### src/rtl/l1_cache_pkg.sv
// l1_cache_pkg: shared FSM encoding and address field widths for the direct-mapped L1 cache
package l1_cache_pkg;
  typedef enum logic [1:0] {IDLE = 2'd0, WRITEBACK = 2'd1, ALLOCATE = 2'd2} state_t;
  localparam int BLOCK_W = 128;
  localparam int WORD_W = 32;
  localparam int ADDR_W = 30;
  localparam int OFFSET_W = 2;
  function automatic int tag_w(input int index_w);
    return ADDR_W - OFFSET_W - index_w;
  endfunction
endpackage

### src/rtl/l1_cache_array.sv
// l1_cache_array: valid/dirty/tag/data storage with word-write, block-fill and combinational line read
module l1_cache_array
  import l1_cache_pkg::*;
#(
  parameter int NUM_BLOCKS = 8
) (
  input  logic                               clk,
  input  logic                               rst,
  input  logic [$clog2(NUM_BLOCKS)-1:0]      index,
  input  logic [OFFSET_W-1:0]                offset,
  input  logic                               word_we,
  input  logic [WORD_W-1:0]                  word_data,
  input  logic                               fill_we,
  input  logic [tag_w($clog2(NUM_BLOCKS))-1:0] fill_tag,
  input  logic [BLOCK_W-1:0]                 fill_data,
  input  logic                               clean,
  output logic                               valid,
  output logic                               dirty,
  output logic [tag_w($clog2(NUM_BLOCKS))-1:0] tag,
  output logic [BLOCK_W-1:0]                 data
);
  localparam int TAG_W = tag_w($clog2(NUM_BLOCKS));
  logic [NUM_BLOCKS-1:0] valid_q, dirty_q;
  logic [TAG_W-1:0] tag_q [NUM_BLOCKS];
  logic [BLOCK_W-1:0] data_q [NUM_BLOCKS];
  always_ff @(posedge clk) begin
    if (rst) begin
      valid_q <= '0;
      dirty_q <= '0;
    end else begin
      if (fill_we) valid_q[index] <= 1'b1;
      if (fill_we || clean) dirty_q[index] <= 1'b0;
      else if (word_we) dirty_q[index] <= 1'b1;
    end
  end
  always_ff @(posedge clk) begin
    if (fill_we) begin
      tag_q[index] <= fill_tag;
      data_q[index] <= fill_data;
    end else if (word_we) begin
      data_q[index][{offset, 5'b0} +: WORD_W] <= word_data;
    end
  end
  assign valid = valid_q[index];
  assign dirty = dirty_q[index];
  assign tag = tag_q[index];
  assign data = data_q[index];
endmodule

### src/rtl/l1_cache_dm.sv
// l1_cache_dm: direct-mapped write-back write-allocate L1 cache with a 128-bit block memory port
module l1_cache_dm
  import l1_cache_pkg::*;
#(
  parameter int NUM_BLOCKS = 8,
  parameter int WORDS_PER_BLOCK = 4
) (
  input  logic         clk,
  input  logic         proc_reset,
  input  logic         proc_read,
  input  logic         proc_write,
  input  logic [29:0]  proc_addr,
  input  logic [31:0]  proc_wdata,
  output logic [31:0]  proc_rdata,
  output logic         proc_stall,
  output logic         mem_read,
  output logic         mem_write,
  output logic [27:0]  mem_addr,
  output logic [127:0] mem_wdata,
  input  logic [127:0] mem_rdata,
  input  logic         mem_ready
);
  localparam int INDEX_W = $clog2(NUM_BLOCKS);
  localparam int TAG_W = tag_w(INDEX_W);
  localparam int OFF_W = $clog2(WORDS_PER_BLOCK);
  state_t state, state_nxt;
  logic [INDEX_W-1:0] index;
  logic [TAG_W-1:0] tag, line_tag;
  logic [OFF_W-1:0] offset;
  logic [BLOCK_W-1:0] line_data;
  logic line_valid, line_dirty, req, hit;
  assign offset = proc_addr[OFF_W-1:0];
  assign index = proc_addr[INDEX_W+1:2];
  assign tag = proc_addr[29:INDEX_W+2];
  assign req = proc_read | proc_write;
  assign hit = line_valid && line_tag == tag;
  assign proc_rdata = line_data[{offset, 5'b0} +: WORD_W];
  assign mem_wdata = line_data;
  l1_cache_array #(.NUM_BLOCKS(NUM_BLOCKS)) u_array (
    .clk       (clk),
    .rst       (proc_reset),
    .index     (index),
    .offset    (offset),
    .word_we   (state == IDLE && proc_write && hit),
    .word_data (proc_wdata),
    .fill_we   (state == ALLOCATE && mem_ready),
    .fill_tag  (tag),
    .fill_data (mem_rdata),
    .clean     (state == WRITEBACK && mem_ready),
    .valid     (line_valid),
    .dirty     (line_dirty),
    .tag       (line_tag),
    .data      (line_data)
  );
  always_ff @(posedge clk) state <= proc_reset ? IDLE : state_nxt;
  always_comb begin
    state_nxt = state;
    proc_stall = 1'b0;
    mem_read = 1'b0;
    mem_write = 1'b0;
    mem_addr = {tag, index};
    case (state)
      IDLE: begin
        proc_stall = req && !hit;
        if (req && !hit) state_nxt = line_dirty ? WRITEBACK : ALLOCATE;
      end
      WRITEBACK: begin
        proc_stall = 1'b1;
        mem_write = 1'b1;
        mem_addr = {line_tag, index};
        if (mem_ready) state_nxt = ALLOCATE;
      end
      ALLOCATE: begin
        proc_stall = 1'b1;
        mem_read = 1'b1;
        if (mem_ready) state_nxt = IDLE;
      end
      default: state_nxt = IDLE;
    endcase
  end
endmodule

### config.mk
export PLATFORM = sky130hd
export DESIGN_NAME = l1_cache_dm
export DESIGN_NICKNAME = d
export VERILOG_FILES = /design/src/rtl/l1_cache_pkg.sv /design/src/rtl/l1_cache_array.sv /design/src/rtl/l1_cache_dm.sv
export SDC_FILE = /design/constraint.sdc
export NUM_CORES = 1
export LEC_CHECK = 0
export CORE_ASPECT_RATIO = 0.75
export CORE_MARGIN = 4
export CORE_UTILIZATION = 50
export CTS_CLUSTER_SIZE = 28
export DETAILED_ROUTE_END_ITERATION = 7
export MAX_ROUTING_LAYER = met4
export PLACE_DENSITY_LB_ADDON = 0.08
export SLEW_MARGIN = 20
export SYNTH_ARGS = -nofsm -noshare
export SYNTH_HDL_FRONTEND = slang
export SYNTH_SLANG_ARGS = --single-unit
### constraint.sdc
create_clock -name clk -period 14.6 [get_ports clk]
set_clock_uncertainty 0.2 [all_clocks]
set_input_delay 2.92 -clock clk [delete_from_list [all_inputs] [get_ports clk]]
set_output_delay 2.92 -clock clk [all_outputs]
set_load 0.01 [all_outputs]
# Word-level counts from Yosys, hierarchy flattened
# Memories as Yosys holds them, arrays and structs flattened.
# Index checks and enable logic that the tools add are counted.
[totals]
memories = 2
in_bits = 195
ram_bits = 1224
elab_cells = 313
out_inout_bits = 191
regBits = 18
[mem_list]
columns = ["name", "words", "width", "read_ports", "rd_clocked_by_memory_dff", "wr", "line_no", "source"]
rows = [
  ["u_array.data_q", 8, 128, 1, 0, 1, "l1_cache_array.sv:25", "logic [BLOCK_W-1:0] data_q [NUM_BLOCKS];"],
  ["u_array.tag_q", 8, 25, 1, 0, 1, "l1_cache_array.sv:24", "logic [TAG_W-1:0] tag_q [NUM_BLOCKS];"],
]
[op_classes]
n_mux = 150
n_shift = 3
addsub = 1
reduce_logical = 13
n_bitwise = 133
eq_ne = 6
n_lt_le_gt_ge = 2
[ops]
columns = ["cell", "n"]
rows = [
  ["$mux W1", 137],
  ["$or A1 B1 Y1", 129],
  ["$mux W128", 1],
  ["$shift A32 B9 Y128 const A", 1],
  ["$shiftx A128 B8 Y32", 1],
  ["$shiftx A32 B9 Y128", 1],
  ["$mux W28", 1],
  ["$eq A25 B25 Y1", 1],
  ["$mux W8", 2],
  ["$or A8 B8 Y8", 2],
  ["$neg A7 Y9", 1],
  ["$and A8 B8 Y8", 1],
  ["$mux W2", 4],
  ["$not A8 Y8", 1],
  ["$logic_and A1 B1 Y1", 7],
  ["$bmux W1 S3", 2],
  ["$pmux W2 S3", 1],
  ["$lt A3 B4 Y1 const B", 1],
  ["$ne A2 B2 Y1 const B", 2],
  ["$demux W1 S3", 1],
  ["$ge A3 B1 Y1 const B", 1],
  ["$reduce_and A3 Y1", 1],
  ["$eq A2 B1 Y1 const B", 1],
  ["$eq A2 B2 Y1 const B", 1],
  ["other kinds (7)", 7],
]

# Depth between registers and ports, before layout
[logic_depth]
word_depth = 8
depth_mapped = 12
mapped_depth_nobuf = 8

# Modules after synthesis
# A second synthesis with hierarchy kept.
[hier_totals]
cells_unflattened = 2212
area_unflattened_um2 = 50234.4
[by_module_without_submodules]
columns = ["mod", "n_inst", "cells_per_inst", "seq_area_each_um2", "area_per_inst_um2"]
rows = [
  ["l1_cache_array", 1, 2076, 37075.6, 48642.9],
  ["l1_cache_dm", 1, 136, 40.0, 1591.5],
]

# Worst setup path before layout
# OpenSTA, ideal clock, no wires.
[synth_timing]
kind = "input port to output port"
from = "input proc_addr[4]"
to = "output proc_rdata[2]"
n_path_buf = 6
t_required_ps = 11480
stages = 10
t_arrival_ps = 5482
slack_ps = 5998
cell_sequence = "buf_4 -> buf_2 -> buf_2 -> buf_2 -> buf_2 -> buf_2 -> mux2_2 -> a222oi_1 -> nand3_1 -> mux4_2"
[synth_between]
elab_chain_len = 2
[synth_lines]
columns = ["item", "line_no", "source"]
rows = [
  ["start, declared", "l1_cache_dm.sv:12", "input logic [29:0] proc_addr,"],
  ["$mem_v2 Z8 W128", "--", ""],
  ["via mem_wdata[2]", "l1_cache_dm.sv:19", "output logic [127:0] mem_wdata,"],
  ["$shiftx A128 B8 Y32", "l1_cache_dm.sv:37", "assign proc_rdata = line_data[{offset, 5'b0} +: WORD_W];"],
  ["end, declared", "l1_cache_dm.sv:14", "output logic [31:0] proc_rdata,"],
]
# The timed path passes the listed nets, and every way through them passes these cells.

# Worst setup path in the final report
[layout_timing]
from = "input proc_addr[2]"
to = "output proc_stall"
[layout_between]
elab_chain_len = 6
word_cells_on_any_way = 8
classes_between = "eq/ne: 1; mux: 3; reduce/logical: 3; memory: 1"
[layout_lines]
columns = ["item", "line_no", "source"]
rows = [
  ["$mem_v2 Z8 W25 / $bmux W1 S3 (equally long branches)", "--", ""],
  ["$eq A25 B25 Y1 / $mux W1 (equally long branches)", "l1_cache_dm.sv:36, l1_cache_array.sv:44", ""],
  ["$logic_and A1 B1 Y1 *", "l1_cache_dm.sv:36", "assign hit = line_valid && line_tag == tag;"],
  ["$logic_not A1 Y1 *", "l1_cache_dm.sv:64", "proc_stall = req && !hit;"],
  ["$logic_and A1 B1 Y1 *", "l1_cache_dm.sv:64", ""],
  ["$pmux W1 S2 *", "l1_cache_dm.sv:62", "case (state)"],
  ["end, declared", "l1_cache_dm.sv:15", "output logic proc_stall,"],
]
# Mark *: on every way between the ends. The rest lies on a longest branch, timed or not. The select of a mux whose other input is x is not followed.

==> impl_results.md <==
* Unrepaired setup endpoints after global routing: false
* Setup CP Type: in -> out
* CP arrival at 7.37 ns
* Cell area power density at 128.7 mW/mm^2
* Drt first pass iters at 6
* Syn_area_per_cell at 16.82 sq um
* Rel. slew slack at 0.1571
* Post-DRT Antenna Nets at 0
* H-tree depth at 3
* Via count of the routed design at 31.76k
* DIE WIDTH at 373.6 microns
* Via density at 6.645
* Synthesized Nets at 3184
* Hold/Removal Path Class: reg -> reg
* Synth area leader: edfxtp_1
* Yosys warns at 0
* Final net count at 3558
* # port buffers at 385
* DP HPWL at 101.8 mm
* R2R Path Start: u_array.tag_q[7][6]$_DFFE_PP_
* Latest clock arrival within the worst-skew pair at 0.72 ns
* Vias in the first global route at 30.35k
* Hold Startpoint: u_array.valid_q[4]$_SDFFE_PP0P_
* Worst stage delay on the critical path at 0.66 ns
* Area share of the largest cell type after synthesis at 0.7334
* CP Launch Type: input pin
* Die height at 282.2 microns
* Share of cells above drive strength 1 at 0.1368
* Max cap viols at 0
* Largest delay share family, worst path: buffers and inverters
* # DRC at 0
* First-pass GRT wire length at 240.5 mm
* Final WL at 176.4 mm
* Hold Vio Cnt, Final at 0
* VDD IR max at 0.1016 mV
* Final min period at 10.49 ns
* Area growth syn-to-layout at 17.79%
* Core area at 0.09935 sq mm
* Initial antenna violation count at 4
* Worst reg2reg path endpoint: u_array.data_q[0][45]$_DFFE_PP_
* FFs w/ async S/R, synth at 0
* Clock sinks at 1242
* Met3 GRT Util at 0.09034
* TritonCTS clock tree: done
* Total track usage at 0.3367
* Hold Crit Depth at 2
* Worst-Margin Slew at 1.264 ns
* Grt ovf at 0
* Slowest-stage cell, CP: buf_4
* #FFs+latches synth at 1242
* Clock-pin transition on the worst setup and hold timing paths at 0.06 ns
* Count of final max-slew check failures at 0
* Status: complete, no violations
* CP endpoint kind: primary output
* Finish-stage setup viols at 0
* FF-to-FF setup slack at 9.30 ns
* CTS Buf Count at 117
* Worst setup path startpoint: proc_addr[2]
* Most used cell, CP: buf_4
* GR Layer Usage met2 at 0.4968
* Full die area at 0.1054 sq mm
* Setup_tns at 0 ns
* Root Buffer: clkbuf_16
* I/O pin count at 386
* List of most frequent post-synthesis cells: edfxtp_1 (1224), mux2i_1 (242), a22oi_1 (226)
* Worst Path Buf+Inv at 5
* Tcrit/Tclk final at 0.7182
* Hold EP: u_array.valid_q[4]$_SDFFE_PP0P_
* GPL Wtd Cong at 0.8421
* Met1 GRT Util at 0.4667
* Pleak at 19.13 nW
* Number of library cell types mapped by synthesis at 56
* R2R cell count at 11
* Post-synthesis instance area at 0.05012 sq mm
* Synth top area cells: edfxtp_1 (73%), mux2i_1 (4.8%), mux4_2 (3.5%), a22oi_1 (3.4%), mux2_2 (1.9%)
* Worst-path maximum fanout at 58
* 1st-iter DRT viols at 5163
* GR peak layer: met2
* # rows at 100
* CTS max path bufs at 3
* Top_reg_cell synth: edfxtp_1
* Critical Path RT at 11.48 ns
* Routed wire per std cell at 36.92 microns
* Final hold slack at 0.2714 ns
* Post-CTS setup buffers at 0
* Number of flops mapped to enable cells by yosys at 1224
* CTS Hold Bufs at 0
* Crit path cell chain: buf_6 -> buf_4 -> inv_2 -> buf_4 -> mux2i_1 -> xor2_1 -> nand3_1 -> nor3_2 -> nand4_4 -> a31oi_1 -> nor2_1 -> clkdlybuf4s50_1
* Largest net degree at the start of global routing at 101
* Initial Util at 0.5045
* Seq/Total Area, Yosys at 0.7405
* CTS resizes at 0
* Post-Synthesis Cells at 2980
* Count leader, synth: edfxtp_1
* Peak Freq at 0.09537 GHz
==> where the power goes <==
group          switching, W  leakage (nW)  internal (W)
Clock               0.00131          1.78       0.00162
Combinational      0.000439          6.17      0.000258
Sequential       0.00000900          11.2       0.00396
Total               0.00176          19.1       0.00584
==> kinds of logic (layout without fill, tap and decap cells) <==
kind of cell	after synthesis	count (layout)	share of synthesized area
AO/OA/AOI/OAI	574	574	0.08408
XOR/XNOR	11	11	0.001922
adder cells (fa/ha/maj)	9	9	0.002247
buffers and inverters	337	808	0.03048
flip-flops	1242	1242	0.7405
multiplexers	406	406	0.1029
other	0	2	0
AND/OR/NAND/NOR	401	401	0.03780
==> how the worst max path moves through the flow <==
| stage | endpoint | cells after the start |
|---|---|---|
| floorplan | proc_rdata[2] | 10 |
| detailed placement | proc_rdata[23] | 12 |
| global placement | proc_rdata[23] | 12 |
| CTS | proc_rdata[23] | 12 |
| global route | proc_rdata[23] | 12 |
| finish | proc_stall | 12 |
==> tightest hold or removal path: stages, from the launching register on <==
cell and delay [ns]:
dfxtp_1 0.32, nor2_1 0.05, nor2_1 0.07
==> state kept, by name, indices dropped and copies added (netlist names), named ones only <==
name,flops
state,2
u_array.data_q,1024
u_array.tag_q,200
u_array.valid_q,8
==> cells in the final DEF, fill, tap and decap left out, drive strengths merged, types with 7 or more instances in the layout <==
cell	instances
a31oi	12
a222oi	15
dfxtp	18
xor2	8
mux4	78
a221oi	82
clkdlybuf4s50	380
nand2	184
o21a	37
o22ai	21
clkinv	57
mux2i	243
nand4	41
o21ai	73
or3	12
a21oi	41
buf	75
nor2	81
and2	9
nor3	11
nor2b	7
mux2	85
a22o	37
a221o	12
bufinv	7
clkbuf	145
nand3	38
edfxtp	1224
inv	142
ha	9
a22oi	226
a211oi	8
==> layer usage <==
layer	vias to the layer above	routed length, microns
li1	12641	-
met4	0	5508
met5	-	0
met3	312	22660
met2	2293	79120
met1	16510	69150
==> through the flow <==
step / total power (W) / instances / area [sq um] / setup slack (ns) / utilization
after floorplan: 0.004339 / 2980 / 50120 / 5.998 / -
after global placement: 0.004719 / 4561 / 55400 / 4.196 / 0.5576
after detailed placement: 0.004728 / 4561 / 55400 / 4.185 / 0.5576
final: 0.007599 / 4779 / 59030 / 4.115 / 0.5942
after global routing: 0.007793 / 4779 / 59030 / 3.981 / 0.5942
after CTS: 0.007603 / 4777 / 59030 / 4.183 / 0.5941
==> final cells by class <==
type	instances	area [sq um]
clock inverter	71	530.5
sequential	1242	37120
tap	1326	1659
inverter	137	514.2
antenna	2	5.005
multi-input combinational	1401	11720
timing repair buffer	455	4389
clock buffer	145	3097
fill	7400	40310
Note: power is estimated with default switching activity, not from simulation.
